$ cat src/rtl/line_matrix_pkg.sv
// Shared types and config-word layout helpers for the GPO line matrix.
// A config word is {stretch_en, invert, source[SEL_W-1:0]}, with the source in the low bits.
package line_matrix_pkg;

  localparam int SRC_MAX_W = 16;
  localparam int CNT_W     = 16;

  function automatic int sel_width(input int num_in);
    return $clog2(num_in + 1);
  endfunction

  // Written in terms of sel_w so that all three field positions are derived the same way.
  function automatic int CFG_SRC_LSB(input int sel_w);
    return sel_w - sel_w;
  endfunction

  function automatic int CFG_INV_BIT(input int sel_w);
    return sel_w;
  endfunction

  function automatic int CFG_STR_BIT(input int sel_w);
    return sel_w + 1;
  endfunction

  typedef struct packed {
    logic                 stretch_en;
    logic                 invert;
    logic [SRC_MAX_W-1:0] source;
  } cfg_t;

endpackage

$ cat src/rtl/line_matrix_stretch.sv
// Per-output stage: rising-edge detect, pulse-stretch counter, invert, output register.
// reseed marks a cycle in which src has just been switched to a new line, so no edge is taken.
module line_matrix_stretch
  import line_matrix_pkg::*;
#(
  parameter int STRETCH_CYCLES = 16
) (
  input  logic clk,
  input  logic rstn,
  input  logic src,
  input  logic stretch_en,
  input  logic invert,
  input  logic reseed,
  output logic out
);

  localparam logic [CNT_W-1:0] LOAD = CNT_W'(STRETCH_CYCLES - 1);

  logic             src_d;
  logic [CNT_W-1:0] cnt_q;
  logic             rise;
  logic             level;

  always_comb begin
    rise  = src & ~src_d & ~reseed;
    level = src | (stretch_en & ~reseed & (cnt_q != '0));
  end

  always_ff @(posedge clk or negedge rstn) begin
    if (!rstn) begin
      src_d <= 1'b0;
      cnt_q <= '0;
      out   <= 1'b0;
    end else begin
      src_d <= src;
      out   <= level ^ invert;
      if (reseed)
        cnt_q <= '0;
      else if (rise && stretch_en)
        cnt_q <= LOAD;
      else if (cnt_q != '0)
        cnt_q <= cnt_q - CNT_W'(1);
    end
  end

endmodule

$ cat src/rtl/line_matrix_v2.sv
// Routes NUM_IN asynchronous GPO lines to NUM_OUT outputs through synchronisers and
// per-output stretch/invert stages, with shadow/active config and a global commit.
module line_matrix_v2
  import line_matrix_pkg::*;
#(
  parameter int NUM_IN         = 8,
  parameter int NUM_OUT        = 9,
  parameter int SYNC_STAGES    = 2,
  parameter int STRETCH_CYCLES = 16,
  localparam int SEL_W         = sel_width(NUM_IN),
  localparam int CFG_W         = SEL_W + 2,
  localparam int AW            = $clog2((NUM_OUT > 2) ? NUM_OUT : 2)
) (
  input  logic              clk,
  input  logic              rstn,
  input  logic [NUM_IN-1:0] input_lines,
  output logic [NUM_OUT-1:0] output_lines,
  input  logic              cfg_wr,
  input  logic [AW-1:0]     cfg_addr,
  input  logic [CFG_W-1:0]  cfg_data,
  input  logic              cfg_commit,
  output logic [CFG_W-1:0]  cfg_rdata,
  output logic              cfg_err
);

  localparam int SRC_LSB = CFG_SRC_LSB(SEL_W);
  localparam int INV_BIT = CFG_INV_BIT(SEL_W);
  localparam int STR_BIT = CFG_STR_BIT(SEL_W);
  localparam int EXT_W   = 1 << SEL_W;
  localparam logic [CFG_W-1:0] CFG_RESET = {2'b00, SEL_W'(NUM_IN)};

  logic [NUM_IN-1:0] sync_q [SYNC_STAGES];
  logic [CFG_W-1:0]  shadow_q [NUM_OUT];
  logic [CFG_W-1:0]  active_q [NUM_OUT];
  logic [EXT_W-1:0]  synced_ext;
  logic              addr_ok;
  logic [CFG_W-1:0]  rd_next;

  always_ff @(posedge clk or negedge rstn) begin
    if (!rstn) begin
      for (int i = 0; i < SYNC_STAGES; i++) sync_q[i] <= '0;
    end else begin
      sync_q[0] <= input_lines;
      for (int i = 1; i < SYNC_STAGES; i++) sync_q[i] <= sync_q[i-1];
    end
  end

  // Source codes at or above NUM_IN land on the zero padding and read as constant 0.
  assign synced_ext = {{(EXT_W - NUM_IN){1'b0}}, sync_q[SYNC_STAGES-1]};

  // cfg_wr and cfg_commit are single-cycle strobes sampled every clock, no back-pressure;
  // a commit copies the shadow as it stood before any write in the same cycle.
  always_comb begin
    addr_ok = int'(cfg_addr) < NUM_OUT;
    rd_next = '0;
    for (int i = 0; i < NUM_OUT; i++)
      if (cfg_addr == AW'(i)) rd_next = shadow_q[i];
  end

  always_ff @(posedge clk or negedge rstn) begin
    if (!rstn) begin
      for (int i = 0; i < NUM_OUT; i++) begin
        shadow_q[i] <= CFG_RESET;
        active_q[i] <= CFG_RESET;
      end
      cfg_rdata <= '0;
      cfg_err   <= 1'b0;
    end else begin
      for (int i = 0; i < NUM_OUT; i++) begin
        if (cfg_commit) active_q[i] <= shadow_q[i];
        if (cfg_wr && cfg_addr == AW'(i)) shadow_q[i] <= cfg_data;
      end
      cfg_rdata <= rd_next;
      if (cfg_wr && !addr_ok)
        cfg_err <= 1'b1;
      else if (cfg_commit)
        cfg_err <= 1'b0;
    end
  end

  for (genvar g = 0; g < NUM_OUT; g++) begin : g_out
    logic [CFG_W-1:0] eff_raw;
    cfg_t             eff;
    logic             src_bit;
    logic             reseed;

    // During a commit cycle the incoming config already drives the mux, so the
    // registered output shows the new route from the following cycle.
    always_comb begin
      eff_raw        = cfg_commit ? shadow_q[g] : active_q[g];
      eff            = '0;
      eff.stretch_en = eff_raw[STR_BIT];
      eff.invert     = eff_raw[INV_BIT];
      eff.source     = SRC_MAX_W'(eff_raw[SRC_LSB +: SEL_W]);
      src_bit        = (int'(eff.source) < NUM_IN) ? synced_ext[eff.source[SEL_W-1:0]] : 1'b0;
      reseed         = cfg_commit &&
                       (shadow_q[g][SRC_LSB +: SEL_W] != active_q[g][SRC_LSB +: SEL_W]);
    end

    line_matrix_stretch #(
      .STRETCH_CYCLES(STRETCH_CYCLES)
    ) u_stretch (
      .clk       (clk),
      .rstn      (rstn),
      .src       (src_bit),
      .stretch_en(eff.stretch_en),
      .invert    (eff.invert),
      .reseed    (reseed),
      .out       (output_lines[g])
    );
  end

endmodule

$ cat config.mk
export PLATFORM = sky130hd
export DESIGN_NAME = line_matrix_v2
export DESIGN_NICKNAME = d
export VERILOG_FILES = /design/src/rtl/line_matrix_pkg.sv /design/src/rtl/line_matrix_stretch.sv /design/src/rtl/line_matrix_v2.sv
export SDC_FILE = /design/constraint.sdc
export NUM_CORES = 1
export LEC_CHECK = 0
export BUFFER_PORTS_ARGS = -buffer_cell sky130_fd_sc_hd__buf_2
export CAP_MARGIN = 20
export CORE_UTILIZATION = 30
export DETAILED_ROUTE_END_ITERATION = 10
export PLACE_DENSITY = 0.53
export SLEW_MARGIN = 10
export SYNTH_ARGS = -nofsm -noshare
export SYNTH_HDL_FRONTEND = slang
export SYNTH_SLANG_ARGS = --single-unit
$ cat constraint.sdc
create_clock -name clk -period 2.37 [get_ports clk]
set_input_delay 0.1185 -clock clk [delete_from_list [all_inputs] [get_ports clk]]
set_output_delay 0.1185 -clock clk [all_outputs]
set_load 0.02 [all_outputs]
==> results by group, run 1 <==
Die
  – Die Wd: 230 um
  – Initial Util: 0.303
  – I/O pin cnt: 38
  – Core area: 51300 um2
  – Die Ht: 230 um
  – Total number of placement rows: 83
  – Die area: 52800 um2

Synth
  – Synth Flop Type: dfrtp_1
  – Synth cell types: 90
  – Number of synthesized register bits: 293
  – Yosys warns: 0
  – Post-synth net total: 1579
  – Syn_area_per_cell: 10.1 um2
  – Async S/R FF share, synth: 1.00
  – Register area share after synthesis: 0.473
  – Synth Cell Area: 15600 um2
  – Post-synth EDFFs: 0
  – Mapped Cells: 1539

Layout
  – Commonest non-fill, non-tap cell in the layout: dfrtp_1
  – Commonest non-fill, non-tap cells in the layout: 273 x dfrtp_1, 166 x nor2_1, 129 x nand2_1
  – Filler cells: 5194
  – Multi-input combinational cell area: 7630 um2
  – FF+latch area: 7360 um2
  – P&R area growth vs syn: 16.4%
  – Share of layout cells above drive strength 1: 0.187
  – Nets: 1664
  – Number of diodes: 0
  – Final instance area: 18100 um2

Place
  – Hpwl dp: 26500 um
  – Port Buffers: 37
  – Post-DP Area: 16800 um2
  – Setup WS pre-CTS: 55.1 ps
  – Gp weighted congestion: 0.894

Routing
  – Drt wl/cell: 16.4 um
  – Via density: 5.01
  – Pre-antenna DRT Iters: 5
  – Overall routed net length: 38100 um
  – Initial DRC count: 756
  – Via Count: 11700
  – Antenna violation net count after detailed routing: 0
  – Residual DRC: 0

Critical path
  – Crit-path most repeated cell: nor2_1
  – Crit path buffers/inverters: 1
  – CP Cell Sequence: buf_4, nor2_1, o32ai_1, o21ai_0, nand3_1, a31o_2, nor2_1
  – Worst Setup Start Kind: register
  – CP Capture Type: register
  – CP required: 2780 ps
  – Worst-path fanout max: 12
  – Critical path type: reg -> reg
  – CP Data Arrival Time: 2620 ps
  – CP max stage delay: 710 ps
  – Crit-path slowest cell: dfrtp_1
  – Largest delay share family, worst path: compound AO/OA/AOI/OAI gates

STA
  – Clk_skew: 17.9 ps
  – Final worst-path setup slack: 160 ps
  – Hold WS: 40.9 ps
  – Crit path time final: 2210 ps
  – Fin. Hold Viols: 0
  – Final Cycle Share: 0.932
  – Setup TNS: 0 ps
  – RSZ-0062 raised after global routing: no
  – Final Max Tran Viols: 0
  – Max Freq: 453 MHz
  – Slew of the pin with the lowest slew margin: 793 ps
  – Slew HR: 0.465
  – Setup violations, final: 0

Global route
  – Initial antenna violation count: 4
  – Largest net degree at the start of global routing: 74
  – Vias in the first global route: 11700
  – Global-route wire length before repair: 63300 um
  – Grt ovf: 0
  – GRT Util Overall: 0.148

Pwr
  – Power Density: 1230 nW/um2
  – Peak VDD IR: 0.660 mV
  – Lkg Pwr: 7.79 nW

Job
  – Max-Cap Viols: 0

CTS
  – CTS tree: yes
  – Clock sink count: 293
  – Clock buffer depth: 3
  – TritonCTS Buffers: 36
  – Htree depth: 2
  – Clock Latency Late Sink: 550 ps
  – Worst-path clk slew: 60 ps
  – Clock tree root driver cell: clkbuf_16

Min path
  – Hold Path Class: in -> reg

Run status
  – Status: finished clean
-- Yosys cell counts, drive strengths merged (12+ instances only) --
master    n  share of area
o211ai   20         0.0096
o21ai    54          0.017
mux2i    24          0.015
xnor2    99          0.056
clkbuf   35         0.0085
ha       18          0.014
buf      37          0.016
dfstp    18          0.030
xor2     58          0.033
nand2b   12         0.0048
inv      54          0.013
a211oi   26          0.013
nor2    167          0.040
o21bai   13         0.0063
nor4     25          0.011
nand3    28         0.0096
nor3     79          0.029
o21a     12         0.0059
a21oi    57          0.019
nand2   129          0.031
mux2     88          0.064
dfrtp   275           0.44
nand4    21         0.0084
-- sequential cells by signal (all words and copies together) (netlist names) --
register / cells
active_q: 54
cfg_err: 1
cfg_rdata: 6
g_out.u_stretch.cnt_q: 144
g_out.u_stretch.out: 9
g_out.u_stretch.src_d: 9
shadow_q: 54
sync_q: 16
-- report_power, final --
group / switching [mW] / total, mW / leakage, nW / internal (mW)
clock network: 2.14 / 5.39 / 0.566 / 3.26
registers: 1.56 / 8.12 / 3.71 / 6.56
logic: 4.67 / 8.70 / 3.51 / 4.03
total: 8.37 / 22.2 / 7.79 / 13.9
-- metrics by stage --
stage / utilization / power [mW] / std cells
3_3_place_gp: 0.328 / 16.7 / 2251
6_report: 0.353 / 22.2 / 2330
3_5_place_dp: 0.328 / 16.9 / 2251
2_1_floorplan: - / 14.7 / 1539
4_1_cts: 0.353 / 22.5 / 2329
5_1_grt: 0.353 / 24.0 / 2330
-- worst reg2reg max path, stage by stage, from the launching register on --
cell	delay, ps
dfrtp_1	710
buf_4	260
nor2_1	50
o32ai_1	320
o21ai_0	130
nand3_1	170
a31o_2	350
nor2_1	100
-- path summary, 6_finish.rpt --
path | from | endpoint | slack (ps) | cells past startpoint
setup / recovery | sync_q[4]$_DFF_PN0_ | g_out[5].u_stretch.cnt_q[12]$_DFFE_PN0P_ | 160 | 7
hold / removal | cfg_data[4] | shadow_q[10]$_DFFE_PN0P_ | 40 | 2
setup reg to reg | sync_q[4]$_DFF_PN0_ | g_out[5].u_stretch.cnt_q[12]$_DFFE_PN0P_ | 160 | 7
hold reg to reg | sync_q[11]$_DFF_PN0_ | sync_q[3]$_DFF_PN0_ | 350 | 0
max in group asynchronous | rstn | active_q[3]$_DFF_PN1_ | 1380 | 3
min in group asynchronous | rstn | g_out[7].u_stretch.cnt_q[8]$_DFFE_PN0P_ | 150 | 2
-- logic make-up (layout without fill, tap and decap cells) --
group,after synthesis,after routing,share of synthesized area
XOR/XNOR,157,157,0.0883
flip-flops,293,293,0.473
multiplexers,113,113,0.0808
adder cells (fa/ha/maj),18,18,0.0145
AND/OR/NAND/NOR,545,545,0.176
AO/OA/AOI/OAI,284,284,0.130
buffers and inverters,129,240,0.0387
-- layer usage --
| layer | vias to the layer above | wire length [um] | global-route usage |
|---|---|---|---|
| li1 | 5650 | - | - |
| met1 | 5736 | 17900 | 0.203 |
| met2 | 217 | 17400 | 0.232 |
| met3 | 68 | 1870 | 0.0326 |
| met4 | 6 | 827 | 0.0445 |
| met5 | - | 33 | 0 |
-- area by class of cell --
cell class	count	share of cell area
clock inverters	5	0.00276
clock buffers	59	0.0606
well taps	680	0.0469
flip-flops and latches	293	0.406
multi-input cells	1117	0.421
repair buffers	119	0.0509
inverters	57	0.0118
-- what timing repair did --
| action | in CTS | in global routing |
|---|---|---|
| gates resized for setup | 0 | 6 |
| buffers inserted | 0 | 1 |
| hold buffers | 14 | 0 |
| endpoints found under the hold margin | 79 | 0 |
| endpoints found under the setup margin | 0 | 21 |
Power figures use the tool's default switching activity.
==> run 2, diff against run 1 <==
--- a/config.mk
+++ b/config.mk
@@ -5,7 +5,8 @@
 export SDC_FILE = /design/constraint.sdc
 export NUM_CORES = 1
 export LEC_CHECK = 0
-export BUFFER_PORTS_ARGS = -buffer_cell sky130_fd_sc_hd__buf_2
+export ABC_AREA = 1
+export BUFFER_PORTS_ARGS = -buffer_cell sky130_fd_sc_hd__clkbuf_2
 export CAP_MARGIN = 20
 export CORE_UTILIZATION = 30
 export DETAILED_ROUTE_END_ITERATION = 10
==> run 2 against run 1 <==
Effect of this change: clock power rose by 8.9%; clock skew rose by 5.5 ps; combinational power fell by 3.0%; cell area barely moved; fmax rose by 10%; sequential share of layout area barely moved; first-iteration DRC count rose by 10%; total power fell by 0.41%; worst hold slack got worse by 12 ps; critical path type unchanged; largest cell class is now flip-flops and latches; largest power group unchanged; highest routed layer unchanged.
==> results by group, run 2 <==
Run status
  – Status: finished clean

Global route
  – Initial antenna violation count: 2
  – Vias in the first global route: 12300
  – Largest net degree at the start of global routing: 83
  – Global-route wire length before repair: 62600 um
  – GRT Util Overall: 0.144
  – Grt ovf: 0

Min path
  – Hold Path Class: in -> async

Synth
  – Yosys warns: 0
  – Post-Synth Adder-Cell Area: 0.0142
  – Register area share after synthesis: 0.464
  – Most common cell in the netlist: nand2_1
  – Post-synth EDFFs: 0
  – Synth cell types: 39
  – Post-synth net total: 2078
  – Number of synthesized register bits: 293
  – Syn_area_per_cell: 7.78 um2
  – Yosys top cell by area: dfrtp_1
  – Complex-gate fraction of the synthesized area: 0.0453
  – Mux cell area share after synthesis: 0.00253
  – Largest family of logic cells by synthesized area: simple AND/OR/NAND/NOR gates
  – Commonest cells in the netlist: 487 x nand2_1, 318 x nor2_1, 275 x dfrtp_1
  – Synth Flop Type: dfrtp_1
  – Synth Cell Area: 15900 um2
  – Async S/R FF share, synth: 1.00
  – Xor and xnor fraction of the mapped netlist area: 0.0779
  – Mapped Cells: 2038
  – Synth top area cells: dfrtp_1 43%, nand2_1 12%, nor2_1 7.5%
  – Synth top area share: 0.434
  – Simple-gate share of the synthesized area: 0.316

Routing
  – Residual DRC: 0
  – Drt wl/cell: 13.4 um
  – Initial DRC count: 835
  – Antenna violation net count after detailed routing: 0
  – Via Count: 12700
  – Via density: 4.53
  – Overall routed net length: 37400 um
  – Pre-antenna DRT Iters: 5

Critical path
  – Worst R2R Setup Slack: 360 ps
  – CP Cell Sequence: xor2_1, nor2_1, nand2_1, nand2_1, nand2_1, nor2_1, nand2_4, nand2_1, nor2_1
  – Critical path type: reg -> reg
  – CP required: 2780 ps
  – Crit-path most repeated cell: nand2_1
  – Worst-path fanout max: 11
  – CP Data Arrival Time: 2410 ps
  – Worst Setup Start Kind: register
  – CP max stage delay: 560 ps
  – Worst R2R Start: shadow_q[21]$_DFFE_PN1P_
  – R2r endpoint: g_out[5].u_stretch.cnt_q[11]$_DFFE_PN0P_
  – CP Capture Type: register
  – Reg2reg path depth: 9
  – Crit-path slowest cell: dfstp_2

STA
  – Max Freq: 498 MHz
  – Fin. Hold Viols: 0
  – Setup TNS: 0 ps
  – Slew of the pin with the lowest slew margin: 670 ps
  – Hold WS: 29.2 ps
  – Clk_skew: 23.5 ps
  – RSZ-0062 raised after global routing: no
  – Slew HR: 0.550
  – Final Max Tran Viols: 0
  – Setup violations, final: 0
  – Final Cycle Share: 0.847
  – Crit path time final: 2010 ps

CTS
  – Worst-path clk slew: 70 ps
  – Clock tree root driver cell: clkbuf_16
  – CTS tree: yes
  – Clock sink count: 293
  – TritonCTS Buffers: 37
  – Post-CTS resize count: 0
  – Clock buffer depth: 3
  – Htree depth: 2
  – Clock Latency Late Sink: 560 ps

Job
  – Max-Cap Viols: 0

Die
  – Die Wd: 232 um
  – Initial Util: 0.306
  – Total number of placement rows: 83
  – Die Ht: 232 um
  – I/O pin cnt: 38
  – Core area: 51700 um2
  – Die area: 53800 um2

Layout
  – Final cell count without fillers: 2801
  – Number of diodes: 0
  – P&R area growth vs syn: 14.2%
  – Share of layout cells above drive strength 1: 0.101
  – Reg with most FFs: g_out.u_stretch.cnt_q
  – Nets: 2133
  – Final core occ: 0.350
  – Biggest regs: g_out.u_stretch.cnt_q: 144 flops, active_q: 54 flops, shadow_q: 54 flops
  – Final instance area: 18100 um2
  – Max FFs per register: 144
  – Filler cells: 5359
  – Commonest non-fill, non-tap cells in the layout: 487 x nand2_1, 318 x nor2_1, 275 x dfrtp_1
  – Commonest non-fill, non-tap cell in the layout: nand2_1

Place
  – Hpwl dp: 26000 um
  – Post-DP Area: 16700 um2
  – Placed Instances: 2723
  – Port Buffers: 37
  – Gp weighted congestion: 0.854

Pwr
  – Peak VDD IR: 0.457 mV
  – Lkg Pwr: 9.22 nW
  – Power Density: 1220 nW/um2
run 2: where the power goes:
group          internal (mW)  switching (mW)  leakage (nW)
clock network           3.59            2.28         0.607
registers               6.52            1.30          3.75
logic                   3.24            5.20          4.86
total                   13.3            8.78          9.22
run 2: worst max path at each step:
stage	from	endpoint	cells after the start
after CTS	shadow_q[21]$_DFFE_PN1P_	g_out[5].u_stretch.cnt_q[11]$_DFFE_PN0P_	9
after floorplan	g_out[0].u_stretch.cnt_q[0]$_DFFE_PN0P_	g_out[0].u_stretch.cnt_q[14]$_DFFE_PN0P_	8
after global placement	shadow_q[21]$_DFFE_PN1P_	g_out[5].u_stretch.cnt_q[15]$_DFFE_PN0P_	9
after detailed placement	cfg_commit	g_out[2].u_stretch.cnt_q[11]$_DFFE_PN0P_	12
final	shadow_q[21]$_DFFE_PN1P_	g_out[5].u_stretch.cnt_q[11]$_DFFE_PN0P_	9
after global routing	shadow_q[19]$_DFFE_PN0P_	g_out[5].u_stretch.cnt_q[11]$_DFFE_PN0P_	9
run 2: kinds of logic after synthesis:
logic type / Yosys count
buffers and inverters: 289
adder cells (fa/ha/maj): 18
XOR/XNOR: 141
AO/OA/AOI/OAI: 137
flip-flops: 293
AND/OR/NAND/NOR: 1156
multiplexers: 4
run 2: metal layers:
metal	track usage	wire, um	vias up
li1	-	-	6512
met2	0.225	16700	193
met4	0.0510	966	4
met5	0	28	-
met1	0.196	18000	5906
met3	0.0306	1760	61
run 2: cell type report:
cell class                 instances  area (um2)  share of cell area
sequential                       293        7350               0.406
clock buffer                      48        1020              0.0562
inverter                         244         916              0.0506
clock inverter                    19         244              0.0135
tap                              680         851              0.0470
multi-input combinational       1456        7230               0.399
timing repair buffer              61         493              0.0272
run 2: timing repair:
item                       CTS  global route
setup endpoints to repair    0             0
hold endpoints to repair   284             0
buffers inserted             0             0
hold buffers                11             0
run 2: stage by stage:
| step | total power, mW | setup WS, ps |
|---|---|---|
| 5_1_grt | 24.1 | 134 |
| 4_1_cts | 22.4 | 345 |
| 2_1_floorplan | 14.5 | 697 |
| 3_3_place_gp | 16.2 | 391 |
| 6_report | 22.1 | 364 |
| 3_5_place_dp | 16.3 | 371 |
run 2: critical path, delay by kind of cell, from the launching register on:
kind,cells,cell delay [ps]
DFF,1,560
and+or+nand+nor,8,1230
xor gates and xnor gates,1,70
